`src/rtl/game_sequencer.sv`:
```
// rtl/game_sequencer.sv - N-phase round-robin turn sequencer with health tracking and game-over detection
//
// Purpose: steps through NUM_PHASES turn phases, one per sub-block. A phase
// ends on the rising edge of that sub-block's finished flag. After the last
// phase a multi-cycle round reset is issued to all sub-blocks. Player and
// enemy health are tracked here. A game-over state (win/lose/draw) ends play
// and can be restarted.
//
// Ports:
//   clk                  system clock
//   rst                  synchronous active-high reset
//   finished_in          per-phase level "done" flag from each sub-block
//   player_dmg_valid_in  apply player_dmg_in this cycle
//   player_dmg_in        damage dealt to the player
//   enemy_dmg_valid_in   apply enemy_dmg_in this cycle
//   enemy_dmg_in         damage dealt to the enemy
//   start_in             restart request, only honoured in game over
//   phase_out            one-hot active phase, zero outside RUN
//   phase_idx_out        binary active phase index
//   round_rst_out        reset to sub-blocks during the round reset
//   player_hp_out        current player health
//   enemy_hp_out         current enemy health
//   round_count_out      completed rounds, saturating
//   game_over_out        high in game over
//   winner_out           01 player won, 10 enemy won, 11 draw, 00 none

module game_sequencer #(
  parameter int NUM_PHASES       = 3,
  parameter int HP_WIDTH         = 8,
  parameter int PLAYER_HP_MAX    = 100,
  parameter int ENEMY_HP_MAX     = 100,
  parameter int ROUND_RST_CYCLES = 2,
  parameter int ROUND_WIDTH      = 8
) (
  input  logic                          clk,
  input  logic                          rst,
  input  logic [NUM_PHASES-1:0]         finished_in,
  input  logic                          player_dmg_valid_in,
  input  logic [HP_WIDTH-1:0]           player_dmg_in,
  input  logic                          enemy_dmg_valid_in,
  input  logic [HP_WIDTH-1:0]           enemy_dmg_in,
  input  logic                          start_in,
  output logic [NUM_PHASES-1:0]         phase_out,
  output logic [$clog2(NUM_PHASES)-1:0] phase_idx_out,
  output logic                          round_rst_out,
  output logic [HP_WIDTH-1:0]           player_hp_out,
  output logic [HP_WIDTH-1:0]           enemy_hp_out,
  output logic [ROUND_WIDTH-1:0]        round_count_out,
  output logic                          game_over_out,
  output logic [1:0]                    winner_out
);

  localparam int IDX_W = $clog2(NUM_PHASES);
  localparam int CNT_W = $clog2(ROUND_RST_CYCLES + 1);

  localparam logic [IDX_W-1:0]      LAST_IDX  = IDX_W'(NUM_PHASES - 1);
  localparam logic [CNT_W-1:0]      RST_CNT   = CNT_W'(ROUND_RST_CYCLES);
  localparam logic [HP_WIDTH-1:0]   P_HP_MAX  = HP_WIDTH'(PLAYER_HP_MAX);
  localparam logic [HP_WIDTH-1:0]   E_HP_MAX  = HP_WIDTH'(ENEMY_HP_MAX);
  localparam logic [NUM_PHASES-1:0] PHASE_ONE = NUM_PHASES'(1);

  typedef enum logic [1:0] {
    S_RUN,
    S_ROUND_RST,
    S_GAME_OVER
  } state_t;

  state_t                  state_q, state_d;
  logic [CNT_W-1:0]        cnt_q, cnt_d;
  logic [NUM_PHASES-1:0]   prev_fin_q;
  logic [NUM_PHASES-1:0]   rise;
  logic [IDX_W-1:0]        idx_q, idx_d;
  logic [NUM_PHASES-1:0]   phase_q, phase_d;
  logic                    rrst_q, rrst_d;
  logic [HP_WIDTH-1:0]     php_q, php_d, php_hit;
  logic [HP_WIDTH-1:0]     ehp_q, ehp_d, ehp_hit;
  logic [ROUND_WIDTH-1:0]  round_q, round_d;
  logic                    go_q, go_d;
  logic [1:0]              win_q, win_d;

  // prev_fin_q tracks finished_in in every state, so a flag that is already
  // high when a phase becomes active never counts as a fresh completion.
  assign rise = finished_in & ~prev_fin_q;

  // Health after this cycle's damage; damage at or above the remaining
  // health clamps to zero instead of wrapping.
  always_comb begin
    php_hit = php_q;
    ehp_hit = ehp_q;
    if (player_dmg_valid_in) begin
      php_hit = (player_dmg_in >= php_q) ? '0 : php_q - player_dmg_in;
    end
    if (enemy_dmg_valid_in) begin
      ehp_hit = (enemy_dmg_in >= ehp_q) ? '0 : ehp_q - enemy_dmg_in;
    end
  end

  always_comb begin
    state_d = state_q;
    cnt_d   = cnt_q;
    idx_d   = idx_q;
    phase_d = phase_q;
    rrst_d  = rrst_q;
    php_d   = php_q;
    ehp_d   = ehp_q;
    round_d = round_q;
    go_d    = go_q;
    win_d   = win_q;

    case (state_q)
      S_RUN, S_ROUND_RST: begin
        php_d = php_hit;
        ehp_d = ehp_hit;
        // A fatal hit wins over any phase advance or round end this cycle.
        if (php_hit == '0 || ehp_hit == '0) begin
          state_d = S_GAME_OVER;
          go_d    = 1'b1;
          phase_d = '0;
          rrst_d  = 1'b0;
          win_d   = {php_hit == '0, ehp_hit == '0};
        end else if (state_q == S_RUN) begin
          if (rise[idx_q]) begin
            if (idx_q == LAST_IDX) begin
              state_d = S_ROUND_RST;
              cnt_d   = RST_CNT;
              rrst_d  = 1'b1;
              idx_d   = '0;
              phase_d = '0;
              if (round_q != '1) begin
                round_d = round_q + ROUND_WIDTH'(1);
              end
            end else begin
              idx_d   = idx_q + IDX_W'(1);
              phase_d = PHASE_ONE << idx_d;
            end
          end
        end else begin
          // cnt_q counts the round-reset cycles still to be shown, including this one.
          if (cnt_q <= CNT_W'(1)) begin
            state_d = S_RUN;
            rrst_d  = 1'b0;
            idx_d   = '0;
            phase_d = PHASE_ONE;
          end else begin
            cnt_d = cnt_q - CNT_W'(1);
          end
        end
      end

      S_GAME_OVER: begin
        if (start_in) begin
          state_d = S_ROUND_RST;
          cnt_d   = RST_CNT;
          rrst_d  = 1'b1;
          idx_d   = '0;
          phase_d = '0;
          php_d   = P_HP_MAX;
          ehp_d   = E_HP_MAX;
          round_d = '0;
          go_d    = 1'b0;
          win_d   = 2'b00;
        end
      end

      default: begin
        state_d = S_ROUND_RST;
        cnt_d   = RST_CNT;
        rrst_d  = 1'b1;
        idx_d   = '0;
        phase_d = '0;
      end
    endcase
  end

  always_ff @(posedge clk) begin
    if (rst) begin
      state_q    <= S_ROUND_RST;
      cnt_q      <= RST_CNT;
      prev_fin_q <= '0;
      idx_q      <= '0;
      phase_q    <= '0;
      rrst_q     <= 1'b1;
      php_q      <= P_HP_MAX;
      ehp_q      <= E_HP_MAX;
      round_q    <= '0;
      go_q       <= 1'b0;
      win_q      <= 2'b00;
    end else begin
      state_q    <= state_d;
      cnt_q      <= cnt_d;
      prev_fin_q <= finished_in;
      idx_q      <= idx_d;
      phase_q    <= phase_d;
      rrst_q     <= rrst_d;
      php_q      <= php_d;
      ehp_q      <= ehp_d;
      round_q    <= round_d;
      go_q       <= go_d;
      win_q      <= win_d;
    end
  end

  assign phase_out       = phase_q;
  assign phase_idx_out   = idx_q;
  assign round_rst_out   = rrst_q;
  assign player_hp_out   = php_q;
  assign enemy_hp_out    = ehp_q;
  assign round_count_out = round_q;
  assign game_over_out   = go_q;
  assign winner_out      = win_q;

endmodule
```
`config.mk`:
```
export PLATFORM = sky130hd
export DESIGN_NAME = game_sequencer
export DESIGN_NICKNAME = d
export VERILOG_FILES = /design/src/rtl/game_sequencer.sv
export SDC_FILE = /design/constraint.sdc
export NUM_CORES = 1
export LEC_CHECK = 0
export ABC_AREA = 1
export BUFFER_PORTS_ARGS = -buffer_cell sky130_fd_sc_hd__buf_2
export CORE_ASPECT_RATIO = 1.5
export CORE_MARGIN = 2
export CORE_UTILIZATION = 51
export DETAILED_ROUTE_END_ITERATION = 7
export PLACE_DENSITY = 0.79
export SKIP_CTS_REPAIR_TIMING = 1
export SLEW_MARGIN = 30
export SYNTH_ARGS = -nofsm -noshare
export SYNTH_HDL_FRONTEND = slang
export SYNTH_SLANG_ARGS = --single-unit
```
`constraint.sdc`:
```
create_clock -name clk -period 2.53 [get_ports clk]
set_clock_uncertainty 0.15 [all_clocks]
set_input_delay 0.1265 -clock clk [delete_from_list [all_inputs] [get_ports clk]]
set_output_delay 0.1265 -clock clk [all_outputs]
set_load 0.03 [all_outputs]
```
==> results_dict.tcl, run 1 <==
set metrics [dict create \
    worstSkewPairLatency_ns 0.29 \
    wl_um 7510 \
    port_buffers 56 \
    ys_ff_latch 39 \
    pre_cts_ws_ns -0.0916 \
    cellPowerDensity_nw_per_um2 891 \
    grt_pass1_vias 3093 \
    violations "negative setup slack" \
    ioPinCount 57 \
    clk_pin_slew_worst_paths_ns 0.08 \
    worstSetupEndpointType "register" \
    r2r_slack_ns -0.01 \
    ys_seq_area_share_pct 25.6 \
    reg2reg_from "player_hp_out[0]$_SDFFE_PP0P_" \
    synth.most_common_cell "nand2_1" \
    worst_path_largest_cell_delay_ns 0.40 \
    yosysWarnings 0 \
    synthTopCellsByCount "nand2_1 (150), inv_1 (68), nor2_1 (46), dfxtp_1 (39), a21oi_1 (26)" \
    postSynth.asyncResetShare_pct 0 \
    final_max_slew_viol_count 0 \
    hold_start "enemy_dmg_valid_in" \
    drt_iter0_markers 139 \
    grt_start_max_net_pins 24 \
    synth_area_um2 3060 \
    yosys.area.top_type "dfxtp_1" \
    synth_edf_count 0 \
    avgRoutedWirePerCell_um 11.9 \
    netlist_instances 471 \
    overflow 0 \
    drive_gt1_share_pct 29.2 \
    cts_num_sinks 39 \
    setup_viol 7 \
    yosysTopAreaCellShare_pct 25.6 \
    drc 0 \
    grt_pass1_wl_um 12700 \
    start_util_pct 52.8 \
    dp_hpwl_um 5910 \
    rsz0062_at_grt "yes" \
    p_leak_nw 2.04 \
    vias 3241 \
    fillers 536 \
    cts_max_level 2 \
    gp_congestion 0.885 \
    maxCapViolations 0 \
    status "finished with violations" \
    nets 601 \
    fmax_ghz 0.394 \
    tritoncts "done" \
    worst_path_most_repeated_cell "nand2_2" \
    core_area_um2 5790 \
    fin_util_pct 66.1 \
    worstPathRequired_ns 2.55 \
    crit_arrival_ns 2.56 \
    syn2layout_area_growth_pct 25.2 \
    worst_r2r_path_depth 18 \
    critical_path.max_fanout 8 \
    post_synth.cell_area_avg_um2 6.49 \
    peakVddDrop_mv 0.657 \
    path_cells "inv_2, ha_4, inv_2, fa_2, nand2_2, nand2_2, nand3_2, nand2_2, and2_4, nand2_2, nand2_2, nor2_4, nand3_4, nand3_4, nand2_8, buf_12, nand3_2, a21oi_2" \
    critical_path_class "register to register" \
    cts_buffers 5 \
    synth_ff_type "dfxtp_1" \
    crit_path_start_kind "register" \
    die_area_um2 6640 \
    die_w_um 67.2 \
    post-route-min-period_ns 2.54 \
    worst_pin_slew_ns 0.513 \
    netlist_top_cells_area "dfxtp_1 (26%), nand2_1 (18%), inv_1 (8.4%)" \
    ant_nets 0 \
    hold_viol 0 \
    maxSlewHeadroom_pct 65.8 \
    whs_path_depth 6 \
    worst_hold_path_type "input port to register" \
    worst_slack_ns -0.0113 \
    ctsRootBufferMaster "clkbuf_8" \
    r2r-end "round_count_out[5]$_SDFFE_PP0P_" \
    num_antenna_cells 0 \
    grt_antenna_before_repair 0 \
    fp.dieH_um 98.8 \
    worstHoldEndpoint "enemy_hp_out[1]$_SDFFE_PP0P_" \
    clockBufferDepth 2 \
    ys_types 36 \
    min_period_over_period_pct 100 \
    track_usage_pct 24.0 \
    synth_nets 515 \
    slowest_stage "fa_2" \
    via_per_inst 5.14 \
    dr.pass1.iters 4 \
    rows 34 \
]
through the flow:
| stage | std cells | setup TNS, ns | hold WS, ns | power, mW | area [um^2] |
|---|---|---|---|---|---|
| 2_1_floorplan | 471 | 0 | 0.0456 | 2.29 | 3060 |
| 3_3_place_gp | 616 | 0 | 0.196 | 2.77 | 3590 |
| 3_5_place_dp | 616 | -0.702 | 0.199 | 2.83 | 3590 |
| 4_1_cts | 624 | -0.833 | -0.107 | 3.24 | 3670 |
| 5_1_grt | 630 | -2.11 | 0.154 | 3.69 | 3820 |
| 6_report | 630 | -0.0495 | 0.118 | 3.41 | 3820 |
cells by family after synthesis:
logic type	count (synthesis)	synth area share [%]
DFF	39	25.6
adders and majority gates	20	8.68
AOI/OAI and AO/OA	45	8.97
buffers and inverters	81	10.4
xor gates and xnor gates	8	2.29
and+or+nand+nor	278	44.1
cell type report:
class	count	area [um^2]	share of cell area (%)
multi-input combinational	351	2060	53.8
sequential	39	783	20.5
timing repair buffer	88	541	14.1
inverter	72	270	7.07
tap	72	90.1	2.36
clock buffer	7	76.3	2.00
clock inverter	1	5.00	0.131
worst max-delay path by stage:
stage	slack (ns)	from	cells past startpoint	endpoint
2_1_floorplan	0.03	enemy_hp_out[0]$_SDFFE_PP0P_	19	round_count_out[0]$_SDFFE_PP0P_
3_3_place_gp	0.01	enemy_hp_out[0]$_SDFFE_PP0P_	17	round_count_out[2]$_SDFFE_PP0P_
3_5_place_dp	-0.09	player_hp_out[0]$_SDFFE_PP0P_	18	round_count_out[5]$_SDFFE_PP0P_
4_1_cts	-0.11	player_hp_out[0]$_SDFFE_PP0P_	18	round_count_out[5]$_SDFFE_PP0P_
5_1_grt	-0.15	player_hp_out[0]$_SDFFE_PP0P_	19	phase_idx_out[1]$_SDFFE_PP0P_
6_report	-0.01	player_hp_out[0]$_SDFFE_PP0P_	18	round_count_out[5]$_SDFFE_PP0P_
sequential cells by signal, indices dropped and copies added, names as in the netlist:
name,cells
enemy_hp_out,8
round_count_out,8
prev_fin_q,3
cnt_q,2
state_q,2
phase_idx_out,2
winner_out,2
player_hp_out,8
phase_out,3
game_over_out,1
cell usage in the layout, fill, tap and decap left out, drive strengths merged, types with 6 or more instances in the layout:
master	count
nand3b	6
ha	18
clkbuf	7
dfxtp	39
buf	85
nand3	39
nand2	164
inv	72
nor2	52
o21ai	6
a21oi	34
xor2	6
nand4	8
critical path, delay by kind of cell (launching register included):
kind | cells | cell delay [ns]
AO/OA/AOI/OAI | 1 | 0.05
adder cells (fa/ha/maj) | 2 | 0.52
buffers and inverters | 3 | 0.26
flip-flops | 1 | 0.32
AND/OR/NAND/NOR | 12 | 1.11
routing by layer:
layer / share of wire [%] / global-route usage, % / vias to the layer above
li1: - / - / 1648
met1: 39 / 25.9 / 1501
met2: 54 / 45.5 / 73
met3: 3.5 / 3.42 / 19
met4: 2.9 / 8.63 / 0
met5: 0 / 0 / -
report_power, final:
| part | internal, mW | switching (mW) |
|---|---|---|
| clock | 0.194 | 0.217 |
| sequential | 0.747 | 0.102 |
| combinational | 0.798 | 1.35 |
(Power assumes the default switching activity.)
==> inputs of run 2 (changes only) <==
- CORE_UTILIZATION: 51 -> 50
- PLACE_DENSITY: 0.79 -> 0.78
- TNS_END_PERCENT: default -> 20
==> results_dict.tcl, run 2 (same netlist as run 1, synthesis figures left out) <==
set metrics [dict create \
    status "finished with violations" \
    violations "negative setup slack" \
    worstSetupEndpointType "register" \
    setup_viol 2 \
    cts_num_sinks 39 \
    die_area_um2 6760 \
    worst_r2r_path_depth 18 \
    overflow 0 \
    dp.cells 616 \
    final_cell_mix "nand2_1 (142), inv_1 (63), buf_2 (56)" \
    cts_buffers 5 \
    ant_nets 0 \
    fin_util_pct 65.0 \
    peakVddDrop_mv 0.557 \
    rsz0062_at_grt "yes" \
    cts_max_level 2 \
    worstSkewPairLatency_ns 0.29 \
    internal-power_mw 1.81 \
    avgRoutedWirePerCell_um 11.5 \
    track_usage_pct 22.5 \
    min_period_over_period_pct 101 \
    ioPinCount 57 \
    fmax_ghz 0.393 \
    maxSlewHeadroom_pct 59.5 \
    grt_use_met1_pct 24.9 \
    clockBufferDepth 2 \
    p_seq_share_pct 24.8 \
    port_buffers 56 \
    crit_arrival_ns 2.58 \
    rows 34 \
    fin_cells 629 \
    start_util_pct 52.0 \
    vias 3142 \
    pwr-share-comb_pct 60.0 \
    core_area_um2 5870 \
    drt_iter0_markers 167 \
    syn2layout_area_growth_pct 25.0 \
    tritoncts "done" \
    dr.pass1.iters 4 \
    maxCapViolations 0 \
    grt.met2_usage_pct 42.0 \
    clkPwrFrac_pct 15.2 \
    whs_path_depth 2 \
    ctsRootBufferMaster "clkbuf_8" \
    grt_antenna_before_repair 0 \
    clk_pin_slew_worst_paths_ns 0.08 \
    post-route-min-period_ns 2.54 \
    critical_path_class "register to register" \
    power.net_switching_mw 1.61 \
    wl_um 7240 \
    dp_hpwl_um 5780 \
    final_common_cell "nand2_1" \
    num_antenna_cells 0 \
    grt_pass1_wl_um 12100 \
    drc 0 \
    worstPathRequired_ns 2.57 \
    final_max_slew_viol_count 0 \
    p_leak_nw 2.05 \
    grt_start_max_net_pins 24 \
    sw_frac_of_total_pct 47.1 \
    via_per_inst 5.00 \
    gp_congestion 0.892 \
    grt_use_met3_pct 2.94 \
    drive_gt1_share_pct 30.2 \
    fp.dieH_um 99.7 \
    r2r_slack_ns -0.01 \
    worst_pin_slew_ns 0.602 \
    hold_viol 0 \
    nets 600 \
    die_w_um 67.8 \
    worst_slack_ns -0.0129 \
    worst_hold_path_type "input port to register" \
    crit_path_start_kind "register" \
    critical_path.max_fanout 7 \
    grt_pass1_vias 2957 \
    top_usage_layer "met2" \
    cellPowerDensity_nw_per_um2 897 \
]
==> run 2: cell types whose count changed in the layout (fill, tap and decap cells not counted), sizes merged <==
cell    change
buf         -1
bufinv      +1
clkinv      +1
clkbuf      -2
==> run 2: final cells by class <==
class,count,area (um^2)
fill,541,2050
sequential,39,783
multi-input combinational,351,2030
inverter,72,270
tap,72,90.1
clock inverter,3,43.8
clock buffer,5,68.8
timing repair buffer,87,533
==> run 2: worst paths after layout <==
check	startpoint	end
worst max-delay path	player_hp_out[0]$_SDFFE_PP0P_	round_count_out[6]$_SDFFE_PP0P_
worst min-delay path	rst	prev_fin_q[0]$_SDFF_PP0_
worst max register to register	player_hp_out[0]$_SDFFE_PP0P_	round_count_out[6]$_SDFFE_PP0P_
worst min register to register	cnt_q[1]$_SDFFE_PP1P_	cnt_q[1]$_SDFFE_PP1P_
==> run 2: routing by layer <==
metal  vias to the layer above  wire length (um)
met2                        79              3840
met4                         0               172
li1                       1648                 -
met3                        15               336
met5                         -                 0
met1                      1400              2890
==> run 2: through the flow <==
| stage | instance area [um^2] | TNS (ns) | setup slack, ns | total power, mW | hold slack, ns |
|---|---|---|---|---|---|
| final | 3820 | -0.0194 | -0.0129 | 3.42 | 0.123 |
| after global routing | 3820 | -2.35 | -0.195 | 3.72 | 0.152 |
| after CTS | 3700 | -0.742 | -0.0722 | 3.36 | -0.0982 |
| after detailed placement | 3590 | -0.500 | -0.0486 | 2.83 | 0.205 |
| after global placement | 3590 | 0 | 0.0140 | 2.79 | 0.199 |
| after floorplan | 3060 | 0 | 0.0266 | 2.29 | 0.0456 |
==> run 2: power by group through the flow <==
stage / clock (mW) / combinational, mW / sequential, mW
after floorplan: 0 / 1.23 / 1.07
after global placement: 0 / 1.94 / 0.856
after detailed placement: 0 / 1.97 / 0.859
after CTS: 0.530 / 1.98 / 0.845
after global routing: 0.560 / 2.29 / 0.866
final: 0.520 / 2.06 / 0.848
==> run 2: critical path: stages, from the launching register on <==
cell and delay, ns:
dfxtp_2 0.33, inv_2 0.06, ha_4 0.12, inv_2 0.04
fa_2 0.40, nand2_2 0.07, nand2_2 0.07, nand3_2 0.07
nand2_2 0.08, and2_4 0.18, nand3_2 0.06, nand2_2 0.08
nor2_4 0.14, nand3_4 0.11, nand3_4 0.10, nand2_4 0.07
buf_12 0.15, a21oi_2 0.11, nor2_1 0.05
